--- src/rtl/alarm_bank.sv ---
// alarm_bank: multi-slot BCD alarm store with per-slot ring/snooze control.
//
// Each slot holds an hh:mm alarm time (four BCD digits, compared raw) and an
// enable bit. A slot starts ringing on the rising edge of its match against
// the running time. It stays ringing until stop_alarm, a load, or reset.
//
// Optional feature macro: ALARM_SNOOZE_EN
//   defined     - snooze moves ringing slots to SNOOZE for SNOOZE_MIN
//                 one_minute ticks, after which they ring again.
//   not defined - snooze input, SNOOZE state and snooze counters are absent.
//
// Ports:
//   clock, reset           rising-edge clock, async active-high reset
//   load_new_alarm         write slot load_idx (out-of-range index ignored)
//   load_idx               slot to write
//   new_alarm_*            BCD time to write
//   new_alarm_en           enable written with the time
//   current_time_*         running BCD time
//   one_minute             one-cycle pulse per minute
//   stop_alarm             silences every ringing/snoozing slot
//   snooze                 snoozes every ringing slot
//   rd_idx                 readback slot select (out of range reads zero)
//   alarm_time_*           stored time of slot rd_idx
//   alarm_en_out           stored enable of slot rd_idx
//   alarm_active           per-slot ringing flag
//   sound_alarm            OR of alarm_active

// One alarm slot: storage, match edge detect and ring/snooze FSM.
module alarm_slot #(
    parameter int SNOOZE_MIN = 10
) (
    input  logic        clock,
    input  logic        reset,
    input  logic        load,
    input  logic [15:0] load_time,
    input  logic        load_en,
    input  logic [15:0] cur_time,
    input  logic        one_minute,
    input  logic        stop_alarm,
    input  logic        snooze,
    output logic [15:0] alarm_time,
    output logic        alarm_en,
    output logic        ringing
);
`ifdef ALARM_SNOOZE_EN
    typedef enum logic [1:0] {IDLE, RINGING, SNOOZE} state_t;
`else
    typedef enum logic [0:0] {IDLE, RINGING} state_t;
`endif

    state_t state, state_nxt;
    logic   match, match_q;

    assign match   = alarm_en && (alarm_time == cur_time);
    assign ringing = (state == RINGING);

    // A load forces match_q high so an alarm written equal to the current
    // time does not fire until the time leaves and comes back.
    always_ff @(posedge clock or posedge reset) begin
        if (reset) begin
            alarm_time <= '0;
            alarm_en   <= 1'b0;
            match_q    <= 1'b0;
            state      <= IDLE;
        end else begin
            state <= state_nxt;
            if (load) begin
                alarm_time <= load_time;
                alarm_en   <= load_en;
                match_q    <= 1'b1;
            end else begin
                match_q <= match;
            end
        end
    end

`ifdef ALARM_SNOOZE_EN
    logic [3:0] cnt, cnt_nxt;

    always_ff @(posedge clock or posedge reset) begin
        if (reset) cnt <= '0;
        else       cnt <= cnt_nxt;
    end

    always_comb begin
        state_nxt = state;
        cnt_nxt   = cnt;
        if (load || stop_alarm) begin
            state_nxt = IDLE;
            cnt_nxt   = '0;
        end else begin
            case (state)
                IDLE:    if (match && !match_q) state_nxt = RINGING;
                RINGING: if (snooze) begin
                    state_nxt = SNOOZE;
                    cnt_nxt   = 4'(SNOOZE_MIN);
                end
                SNOOZE:  if (one_minute) begin
                    // Tick that takes the counter from 1 ends the snooze.
                    if (cnt == 4'd1) begin
                        state_nxt = RINGING;
                        cnt_nxt   = '0;
                    end else begin
                        cnt_nxt = cnt - 4'd1;
                    end
                end
                default: state_nxt = IDLE;
            endcase
        end
    end
`else
    logic unused_snooze;
    assign unused_snooze = snooze ^ one_minute ^ (SNOOZE_MIN == 0);

    always_comb begin
        state_nxt = state;
        if (load || stop_alarm) begin
            state_nxt = IDLE;
        end else begin
            case (state)
                IDLE:    if (match && !match_q) state_nxt = RINGING;
                default: state_nxt = state;
            endcase
        end
    end
`endif
endmodule

module alarm_bank #(
    parameter int NUM_ALARMS = 4,
    parameter int SNOOZE_MIN = 10,
    parameter int IDX_W      = (NUM_ALARMS > 1) ? $clog2(NUM_ALARMS) : 1
) (
    input  logic                  clock,
    input  logic                  reset,
    input  logic                  load_new_alarm,
    input  logic [IDX_W-1:0]      load_idx,
    input  logic [3:0]            new_alarm_ms_hr,
    input  logic [3:0]            new_alarm_ls_hr,
    input  logic [3:0]            new_alarm_ms_min,
    input  logic [3:0]            new_alarm_ls_min,
    input  logic                  new_alarm_en,
    input  logic [3:0]            current_time_ms_hr,
    input  logic [3:0]            current_time_ls_hr,
    input  logic [3:0]            current_time_ms_min,
    input  logic [3:0]            current_time_ls_min,
    input  logic                  one_minute,
    input  logic                  stop_alarm,
    input  logic                  snooze,
    input  logic [IDX_W-1:0]      rd_idx,
    output logic [3:0]            alarm_time_ms_hr,
    output logic [3:0]            alarm_time_ls_hr,
    output logic [3:0]            alarm_time_ms_min,
    output logic [3:0]            alarm_time_ls_min,
    output logic                  alarm_en_out,
    output logic [NUM_ALARMS-1:0] alarm_active,
    output logic                  sound_alarm
);
    logic [NUM_ALARMS-1:0][15:0] slot_time;
    logic [NUM_ALARMS-1:0]       slot_en;
    logic [NUM_ALARMS-1:0]       slot_load;
    logic [15:0]                 cur_time, new_time, rd_time;
    logic                        rd_en;

    assign cur_time = {current_time_ms_hr, current_time_ls_hr,
                       current_time_ms_min, current_time_ls_min};
    assign new_time = {new_alarm_ms_hr, new_alarm_ls_hr,
                       new_alarm_ms_min, new_alarm_ls_min};

    generate
        for (genvar i = 0; i < NUM_ALARMS; i++) begin : g_slot
            // An out-of-range load_idx decodes to no slot, so it is ignored.
            assign slot_load[i] = load_new_alarm && (load_idx == IDX_W'(i));

            alarm_slot #(.SNOOZE_MIN(SNOOZE_MIN)) u_slot (
                .clock      (clock),
                .reset      (reset),
                .load       (slot_load[i]),
                .load_time  (new_time),
                .load_en    (new_alarm_en),
                .cur_time   (cur_time),
                .one_minute (one_minute),
                .stop_alarm (stop_alarm),
                .snooze     (snooze),
                .alarm_time (slot_time[i]),
                .alarm_en   (slot_en[i]),
                .ringing    (alarm_active[i])
            );
        end
    endgenerate

    // Decoded mux: an out-of-range rd_idx selects nothing and reads zero.
    always_comb begin
        rd_time = '0;
        rd_en   = 1'b0;
        for (int i = 0; i < NUM_ALARMS; i++) begin
            if (rd_idx == IDX_W'(i)) begin
                rd_time = slot_time[i];
                rd_en   = slot_en[i];
            end
        end
    end

    assign {alarm_time_ms_hr, alarm_time_ls_hr,
            alarm_time_ms_min, alarm_time_ls_min} = rd_time;
    assign alarm_en_out = rd_en;
    assign sound_alarm  = |alarm_active;
endmodule

--- config.mk ---
export PLATFORM = sky130hd
export DESIGN_NAME = alarm_bank
export DESIGN_NICKNAME = d
export VERILOG_FILES = /design/src/rtl/alarm_bank.sv
export SDC_FILE = /design/constraint.sdc
export NUM_CORES = 1
export LEC_CHECK = 0
export ABC_AREA = 1
export CAP_MARGIN = 30
export CORE_MARGIN = 2
export CORE_UTILIZATION = 59
export DETAILED_ROUTE_END_ITERATION = 6
export PLACE_DENSITY_LB_ADDON = 0.2
export SYNTH_ARGS = -nofsm -noshare
export SYNTH_HDL_FRONTEND = slang
export SYNTH_HIERARCHICAL = 1
export SYNTH_SLANG_ARGS = --single-unit
--- constraint.sdc ---
create_clock -name clock -period 2.3 [get_ports clock]
set_input_delay 0.46 -clock clock [delete_from_list [all_inputs] [get_ports clock]]
set_output_delay 0.46 -clock clock [all_outputs]
set_load 0.005 [all_outputs]
==> flow_summary.ini, run 1 <==
[sta]
fin_tns_setup_ps = 0
fin_crit_sh_pct = 89.4
worst_clock_skew_ps = 8.74
slew_headroom_pct = 61.9
fin_ws_ps = 243
period_needed_ps = 2060
worstMarginPinSlew_ps = 569
setup_viol = 0
max_freq_mhz = 486
drv_slew = 0
holdWs_ps = 514
rsz0062_at_grt = no
hold_viol = 0

[synthesis]
ys_seq_elements = 76
yosys_warnings = 6
syn_inst = 653
synth_top_area_share_pct = 42.0
synthesis.nets = 696
synth.area.top_cells = dfrtp_1 42%, nand2_1 20%, inv_1 7.5%
synth.yosys.seq_area_share_pct = 42.0
syn_avg_cell_area_um2 = 6.93
ys_types = 24
synth_largest_area_cell = dfrtp_1
syn_area_um2 = 4520

[finish]
diodes = 0
nFillCells = 519
fin_cells = 834
nNetsFinal = 773
area_delta_synth_final_pct = 26.1
drive_above_1_share_pct = 9.52

[floorplanning]
core_um2 = 7330
initial_core_util_pct = 61.7
rows = 31
io_pins = 65
die_area_um2 = 8390
die_w_um = 91.6
die_h_um = 91.6

[pwr]
p_per_area_nw_per_um2 = 694
p_leak_uw = 0.00295
ir_worst_vdd_v = 0.000567

[detailed_routing]
drc = 1
routed_wl_mm = 13.5
vias = 4641
drt_iter0_drc = 440
post_drt_wl_per_cell_um = 16.1
viasPerCell = 5.56
dr.pass1.iters = 7
ant_nets = 0

[grt]
grt-ovfl-total = 0
antenna_found_initial = 0
grt_max_degree = 20
grt_pass1_vias = 4536
grt_pass1_wl_mm = 21.5
grtUsageTotal_pct = 33.2

[worst_setup_path]
r2r_start = g_slot[3].u_slot/alarm_time[3]
cp_max_fo = 8
cp_cell_sequence = dlygate4sd2_1, buf_12, nor2_8, buf_12, nand2_1, nand4_1, dlygate4sd2_1
max_stage_delay_ps = 260
worstReg2RegEnd = g_slot[3].u_slot/ringing
crit_arrival_ps = 1600
r2r_slack_ps = 960
ff2ff_path_depth = 8
required_ps = 1840
worstSetupPathType = in -> out
end_kind = primary output
startpoint_type = input port
slowest_stage = dlygate4sd2_1

[flow_run]
max_cap_violations = 0

[clocking]
cts.sinks = 76
clkLatencyLatePin_ps = 360
clkTransAtPathRegs_ps = 90
hold_buffers = 0
cts_buffer_depth = 2
cts-buffers-inserted = 9
cts_max_level = 3
root_buffer = clkbuf_8
tritoncts = done

[placed_design]
port_buffers = 62
placedCellCount = 816
dp_hpwl_mm = 9.39
gp_congestion = 0.925
pre_cts_ws_ps = -226

[outcome]
status = finished, violations left
violations = DRC

[hold_path]
hold_class = in -> async
metrics by stage:
| stage | power (uW) | area, um^2 | util (%) |
|---|---|---|---|
| 6_report | 3960 | 5700 | 77.8 |
| 5_1_grt | 4160 | 5700 | 77.8 |
| 4_1_cts | 3960 | 5650 | 77.1 |
| 3_5_place_dp | 2700 | 5400 | 73.6 |
| 3_3_place_gp | 2650 | 5400 | 73.6 |
| 2_1_floorplan | 2270 | 4520 | - |
area by class of cell:
cell class / instances / area, um^2 / share of cell area [%]
inverters: 97 / 374 / 6.56
multi-input cells: 457 / 2120 / 37.1
flip-flops and latches: 76 / 1900 / 33.3
clock buffers: 9 / 124 / 2.17
clock inverters: 7 / 123 / 2.15
well taps: 99 / 124 / 2.17
repair buffers: 89 / 938 / 16.5
state kept, by name (all words and copies together) (netlist names):
register                  count
g_slot.u_slot/alarm_en        4
g_slot.u_slot/alarm_time     64
g_slot.u_slot/match_q         4
g_slot.u_slot/ringing         4
cells by family after synthesis:
logic type,share of synthesized area [%]
AND/OR/NAND/NOR,35.9
buffers and inverters,11.6
flip-flops,42.0
AO/OA/AOI/OAI,6.64
XOR/XNOR,3.87
placed cells by master, fill, tap and decap left out, types with 19 or more instances in the layout:
| master | n |
|---|---|
| nand4_1 | 25 |
| xnor2_1 | 20 |
| clkdlybuf4s50_1 | 43 |
| nand2_1 | 238 |
| nand3_1 | 55 |
| o21ai_0 | 48 |
| dfrtp_1 | 76 |
| nor2_1 | 34 |
| inv_1 | 91 |
| buf_4 | 19 |
layer usage:
metal	vias to the layer above	wire, um	GRT usage (%)	part of all wire [%]
met5	-	0	0	0
li1	2181	-	-	-
met3	60	1150	7.72	8.5
met1	2135	5300	40.8	39
met2	265	6430	54.2	48
met4	0	578	17.3	4.3
how the worst max path moves through the flow:
stage	startpoint	to	slack, ps
after floorplan	rd_idx[1]	alarm_time_ms_hr[2]	870
after global placement	rd_idx[1]	alarm_en_out	-210
after detailed placement	rd_idx[1]	alarm_time_ls_min[1]	-230
after CTS	rd_idx[1]	alarm_time_ls_min[1]	10
after global routing	rd_idx[0]	alarm_time_ms_hr[2]	210
final	rd_idx[0]	alarm_time_ms_hr[2]	240
Yosys cell counts:
library cell	count
nand2_2	4
buf_8	1
xnor2_1	20
buf_6	4
clkbuf_1	8
o21ai_1	8
dfrtp_1	76
buf_4	5
nor3_1	4
nand3_1	55
inv_2	4
inv_4	2
nand3b_1	4
nor2_1	34
or2_2	4
nand4_1	25
clkbuf_2	4
nand2_1	238
clkbuf_4	1
a21oi_1	4
nor2_2	8
nor2_8	1
o21ai_0	48
inv_1	91
worst max-delay path: cells and delay by family:
kind | cells | cell delay, ps
buffers and inverters | 4 | 800
AND/OR/NAND/NOR | 3 | 330
where the power goes:
part	total, uW	switching (uW)	internal, uW	leakage, uW
Combinational	987	563	424	0.00188
Clock	1270	544	726	0.000116
Sequential	1700	167	1540	0.000949
timing repair:
item,in CTS,in global routing
pin swaps,0,1
setup endpoints to repair,17,12
setup buffers,1,1
resized for setup,7,16
Power figures use the tool's default switching activity.
==> inputs of run 2 (changes only) <==
--- a/config.mk
+++ b/config.mk
@@ -13,5 +13,4 @@
 export PLACE_DENSITY_LB_ADDON = 0.2
 export SYNTH_ARGS = -nofsm -noshare
 export SYNTH_HDL_FRONTEND = slang
-export SYNTH_HIERARCHICAL = 1
 export SYNTH_SLANG_ARGS = --single-unit
==> run 2 against run 1 <==
Against the previous run:
- the run now ends clean
- core utilization is 2.7 points lower
- critical endpoint is now alarm_time_ls_hr[0]
- highest routed layer unchanged
- final area is 6.1% lower
- critical path depth stayed put
- area after synthesis is 5.2% lower
- worst hold slack worse by 77 ps
- global-route usage is 2.6 points lower
- first-iteration DRC count is 29% lower
- register-to-register slack worse by 30 ps
- count of clock-buffer cells in the layout is 3 higher
- final cell count is 6.7% lower
- total power is 6.9% lower
- sequential cell count stayed put
==> flow_summary.ini, run 2 <==
[outcome]
status = completed

[clocking]
root_buffer = clkbuf_8
cts.sinks = 76
clkTransAtPathRegs_ps = 80
clkLatencyLatePin_ps = 360
tritoncts = done
cts_max_level = 3
cts_buffer_depth = 2
hold_buffers = 0
cts-buffers-inserted = 9

[placed_design]
dp_hpwl_mm = 8.10
pre_cts_ws_ps = -397
port_buffers = 62
gp_congestion = 0.905

[sta]
fin_tns_setup_ps = 0
max_freq_mhz = 451
period_needed_ps = 2220
drv_slew = 0
fin_crit_sh_pct = 96.5
setup_viol = 0
fin_ws_ps = 80.5
worst_clock_skew_ps = 7.01
rsz0062_at_grt = no
worstMarginPinSlew_ps = 416
slew_headroom_pct = 72.3
hold_viol = 0

[finish]
final_common_cell = nand2_1
nNetsFinal = 719
layout_common_cells = 209 x nand2_1, 83 x o21ai_1, 76 x dfrtp_1
area_delta_synth_final_pct = 24.9
largest_reg_flops = 64
utilization_pct = 75.1
drive_above_1_share_pct = 10.8
diodes = 0
top_register = g_slot.u_slot.alarm_time

[worst_setup_path]
required_ps = 1840
startpoint_type = input port
max_stage_delay_ps = 280
cpMostUsedCell = dlygate4sd2_1
end_kind = primary output
worstSetupPathType = in -> out
cp_cell_sequence = dlygate4sd2_1, inv_2, nor2_4, buf_4, a221oi_1, a21oi_1, dlygate4sd2_1
crit_arrival_ps = 1760
cp_max_fo = 7
slowest_stage = dlygate4sd2_1

[grt]
grt_pass1_wl_mm = 18.3
grt_pass1_vias = 3893
grt-ovfl-total = 0
grt_max_degree = 37
grtUsageTotal_pct = 30.6
antenna_found_initial = 0

[synthesis]
synth_flop_cell = dfrtp_1
syn_area_um2 = 4290
synthArstFlopShare_pct = 100
synth_largest_area_cell = dfrtp_1
synthTopCellsByCount = 209 x nand2_1, 83 x o21ai_1, 76 x dfrtp_1, 70 x inv_1, 31 x nor2_1
syn_avg_cell_area_um2 = 7.15
synthesis.nets = 643
syn_inst = 600
ys_types = 26
synth_edf_count = 0
synth.yosys.seq_area_share_pct = 44.4
synth_top_area_share_pct = 44.4
synth.area.top_cells = dfrtp_1 44%, nand2_1 18%, o21ai_1 9.7%
ys_seq_elements = 76
yosys_warnings = 0
synth_most_common_cell = nand2_1

[detailed_routing]
drt_iter0_drc = 311
post_drt_wl_per_cell_um = 14.6
vias = 4204
viasPerCell = 5.40
drc = 0
ant_nets = 0
routed_wl_mm = 11.4
dr.pass1.iters = 6

[floorplanning]
die_area_um2 = 7970
initial_core_util_pct = 60.1
die_w_um = 89.3
die_h_um = 89.3
rows = 31
io_pins = 65
core_um2 = 7140

[pwr]
p_per_area_nw_per_um2 = 688
finalPower_uw = 3690
ir_worst_vdd_v = 0.000403
p_leak_uw = 0.00268

[flow_run]
max_cap_violations = 0

[hold_path]
hold_class = in -> async
## run 2: cell count changes after synthesis, sizes merged, moves of 3 or more
cell	previous run	this run
o22ai	0	8
buf	10	20
nand4	25	6
nand3	55	13
a21oi	4	17
inv	97	87
nor3	4	0
nand2	242	209
o2111ai	0	4
or2	4	1
a221oi	0	4
o21ai	56	86
nor2	43	38
clkbuf	13	5
## run 2: worst max-delay path, delay by kind of cell
kind / cells / cell delay [ps]
and+or+nand+nor: 1 / 250
buffers and inverters: 4 / 790
AOI/OAI and AO/OA: 2 / 250
## run 2: cells by family after synthesis
family                 share of synthesized area (%)
flip-flops                                      44.4
AND/OR/NAND/NOR                                 25.7
AO/OA/AOI/OAI                                   15.3
buffers and inverters                           10.7
XOR/XNOR                                        3.88
## run 2: layout make-up
class	instances	area, um^2
tap	99	124
multi-input combinational	412	1950
clock buffer	12	155
inverter	87	333
timing repair buffer	90	858
sequential	76	1900
fill	548	1780
clock inverter	2	35.0
## run 2: worst paths after layout
path | startpoint | to | slack, ps | cells past startpoint
max | rd_idx[1] | alarm_time_ls_hr[0] | 80 | 7
min | reset | g_slot[2].u_slot.alarm_time[5] | 440 | 2
max reg2reg | g_slot[2].u_slot.alarm_time[6] | g_slot[2].u_slot.ringing | 930 | 8
min reg2reg | g_slot[1].u_slot.alarm_time[0] | g_slot[1].u_slot.alarm_time[0] | 510 | 2
max in group asynchronous | reset | g_slot[0].u_slot.match_q | 1360 | 3
min in group clock | g_slot[1].u_slot.alarm_time[0] | g_slot[1].u_slot.alarm_time[0] | 510 | 2
## run 2: power breakdown
group          switching, uW  leakage (uW)  total (uW)  internal (uW)
registers                186      0.000958        1720           1530
clock network            483     0.0000983        1030            548
logic                    511       0.00162         939            428
total                   1180       0.00268        3690           2510
## run 2: repair_timing
action / 4_1_cts / 5_1_grt
resized for setup: 28 / 1
endpoints found under the setup margin: 17 / 1
pin swaps: 2 / 0
setup buffers: 1 / 0
cloned: 0 / 0
## run 2: metrics by stage
step / std cells / area (um^2) / hold WS (ps)
3_5_place_dp: 763 / 5140 / 494
3_3_place_gp: 763 / 5140 / 473
5_1_grt: 778 / 5360 / 494
4_1_cts: 778 / 5350 / 446
6_report: 778 / 5360 / 437
2_1_floorplan: 600 / 4290 / 459
## run 2: layer usage
| metal | share of wire [%] | up-vias | GRT usage, % |
|---|---|---|---|
| li1 | - | 2045 | - |
| met1 | 43 | 1964 | 41.6 |
| met2 | 47 | 168 | 48.3 |
| met3 | 7.4 | 27 | 4.80 |
| met4 | 2.8 | 0 | 14.1 |
| met5 | 0 | - | 0 |
==> inputs of run 3 (changes only) <==
--- a/config.mk
+++ b/config.mk
@@ -5,11 +5,11 @@
 export SDC_FILE = /design/constraint.sdc
 export NUM_CORES = 1
 export LEC_CHECK = 0
-export ABC_AREA = 1
 export CAP_MARGIN = 30
 export CORE_MARGIN = 2
-export CORE_UTILIZATION = 59
+export CORE_UTILIZATION = 58
 export DETAILED_ROUTE_END_ITERATION = 6
+export MAX_ROUTING_LAYER = met4
 export PLACE_DENSITY_LB_ADDON = 0.2
 export SYNTH_ARGS = -nofsm -noshare
 export SYNTH_HDL_FRONTEND = slang
==> constraint.sdc (replaced) <==
create_clock -name clock -period 2.3 [get_ports clock]
set_input_delay 0.46 -clock clock [delete_from_list [all_inputs] [get_ports clock]]
set_output_delay 0.46 -clock clock [all_outputs]
set_load 0.05 [all_outputs]
==> run 3 against run 2 <==
Against the previous run:
- wire length fell by 11%
- via count shrank 29%
- clock power is essentially flat
- clock skew fell by 2.5 ps
- count of clock-buffer cells in the layout is 1 lower
- first-iteration DRC count is 5.8% lower
- critical path depth decreased by 2
- die area down 3.7%
- worst hold slack better by 80 ps
- final cell count shrank 34%
- critical endpoint is now alarm_time_ms_hr[1]
- largest cell class unchanged
- largest power group unchanged
==> flow_summary.ini, run 3 <==
[outcome]
status = completed

[grt]
use_met1_pct = 42.4
met3_usage_pct = 5.18
grt-ovfl-total = 0
grt_pass1_wl_mm = 16.1
grtUsageTotal_pct = 30.1
use_met2_pct = 44.8
grt_pass1_vias = 2969
antenna_found_initial = 0
grt_busiest_layer = met2
grt_max_degree = 29

[synthesis]
ys_seq_elements = 76
synth.yosys.seq_area_share_pct = 46.9
synth_edf_count = 0
syn_avg_cell_area_um2 = 12.0
synth_largest_area_cell = dfrtp_1
ys_types = 39
synth.area.top_cells = dfrtp_1 47%, mux2_2 14%, mux4_2 9.4%
synth_flop_cell = dfrtp_1
syn_inst = 337
synthesis.nets = 380
synth_top_area_share_pct = 46.9
synthArstFlopShare_pct = 100
syn_area_um2 = 4050
synthTopCellsByCount = 76 x dfrtp_1, 56 x nand2_1, 50 x mux2_2, 37 x xnor2_1, 20 x xor2_1
yosys_warnings = 0
synth_most_common_cell = dfrtp_1

[sta]
rsz0062_at_grt = no
period_needed_ps = 2210
setup_viol = 0
fin_ws_ps = 90.0
max_freq_mhz = 452
drv_slew = 0
worst_clock_skew_ps = 4.55
slew_headroom_pct = 56.6
fin_crit_sh_pct = 96.1
worstMarginPinSlew_ps = 650
hold_viol = 0

[worst_setup_path]
end_kind = primary output
cp_max_fo = 7
slowest_stage = mux4_2
startpoint_type = input port
cpMostUsedCell = buf_4
cp_cell_sequence = dlygate4sd2_1, buf_12, buf_4, mux4_2, buf_4
crit_arrival_ps = 1750
max_stage_delay_ps = 520
worstSetupPathType = in -> out
required_ps = 1840

[placed_design]
gp_congestion = 0.893
port_buffers = 62
pre_cts_ws_ps = -58.8
place_area_um2 = 4840
dp_hpwl_mm = 7.20

[floorplanning]
die_h_um = 87.6
io_pins = 65
initial_core_util_pct = 59.7
die_w_um = 87.6
core_um2 = 6790
die_area_um2 = 7670
rows = 30

[finish]
top_register = g_slot.u_slot.alarm_time
layout_common_cells = 76 x dfrtp_1, 56 x nand2_1, 50 x mux2_2
diodes = 0
area_delta_synth_final_pct = 26.5
postLayoutCellArea_um2 = 5130
final_common_cell = dfrtp_1
largest_reg_flops = 64
drive_above_1_share_pct = 32.1
nNetsFinal = 452

[clocking]
cts_buffer_depth = 2
tritoncts = done
cts.sinks = 76
clkTransAtPathRegs_ps = 80
clkLatencyLatePin_ps = 350
cts_max_level = 3
cts-buffers-inserted = 9
root_buffer = clkbuf_8

[flow_run]
max_cap_violations = 0

[detailed_routing]
viasPerCell = 5.83
drc = 0
post_drt_wl_per_cell_um = 19.8
routed_wl_mm = 10.1
ant_nets = 0
vias = 2973
drt_iter0_drc = 293
dr.pass1.iters = 5

[pwr]
p_per_area_nw_per_um2 = 792
p_leak_uw = 0.00221
ir_worst_vdd_v = 0.000450

[hold_path]
hold_class = reg -> reg
run 3: cell types whose count changed in the layout (fill, tap and decap cells not counted), sizes merged, moves of 9 or more:
cell	previous run	this run
nand2	209	56
o21ai	86	5
inv	86	9
mux2	0	50
nor2	38	0
xor2	0	20
xnor2	19	37
mux4	0	17
a21oi	17	1
dlygate4sd2	18	2
buf	28	39
nand3	13	4
run 3: cell families after synthesis:
family,count (synthesis),share of synthesized area [%]
AO/OA/AOI/OAI,17,3.33
XOR/XNOR,57,12.3
buffers and inverters,35,3.98
flip-flops,76,46.9
multiplexers,67,23.3
AND/OR/NAND/NOR,85,10.1
run 3: metrics by stage:
stage	power, uW	utilization (%)	hold WS, ps	TNS [ps]	std cells
finish	4060	75.5	517	0	510
floorplan	2590	-	457	0	337
CTS	4070	74.9	512	0	508
global route	4240	75.5	557	0	510
detailed placement	3020	71.2	493	-524	489
global placement	2980	71.2	483	-532	489
run 3: per-layer routing:
| layer | up-vias | share of wire, % |
|---|---|---|
| met5 | - | 0 |
| met1 | 1514 | 42 |
| li1 | 1316 | - |
| met4 | 0 | 1.6 |
| met2 | 129 | 48 |
| met3 | 14 | 7.8 |
run 3: cell type report:
cell class	instances	area, um^2
multi-input cells	226	2000
flip-flops and latches	76	1900
fillers	473	1660
repair buffers	85	866
clock buffers	11	151
well taps	96	120
clock inverters	5	50.0
inverters	11	45.0
run 3: power breakdown:
| part | total, uW | internal [uW] | leakage, uW | switching [uW] |
|---|---|---|---|---|
| registers | 1770 | 1560 | 0.000926 | 209 |
| logic | 1260 | 607 | 0.00117 | 658 |
| clock network | 1030 | 553 | 0.000109 | 477 |
run 3: final timing paths:
path | slack [ps] | cells after the start | to | startpoint
max | 90 | 5 | alarm_time_ms_hr[1] | rd_idx[1]
min | 520 | 2 | g_slot[1].u_slot.alarm_en | g_slot[1].u_slot.alarm_en
max reg2reg | 700 | 5 | g_slot[1].u_slot.ringing | g_slot[1].u_slot.alarm_time[1]
min reg2reg | 520 | 2 | g_slot[1].u_slot.alarm_en | g_slot[1].u_slot.alarm_en
max in group asynchronous | 1200 | 3 | g_slot[3].u_slot.alarm_time[15] | reset
min in group asynchronous | 540 | 2 | g_slot[1].u_slot.alarm_time[4] | reset
run 3: timing repair:
| action | in CTS | in global routing |
|---|---|---|
| setup buffers | 3 | 1 |
| gates cloned | 0 | 1 |
| setup endpoints to repair | 17 | 12 |
| hold buffers | 0 | 0 |
| resized for setup | 7 | 2 |
run 3: worst max-delay path, delay by kind of cell:
family | cells | cell delay, ps
multiplexers | 1 | 520
buffers and inverters | 4 | 750
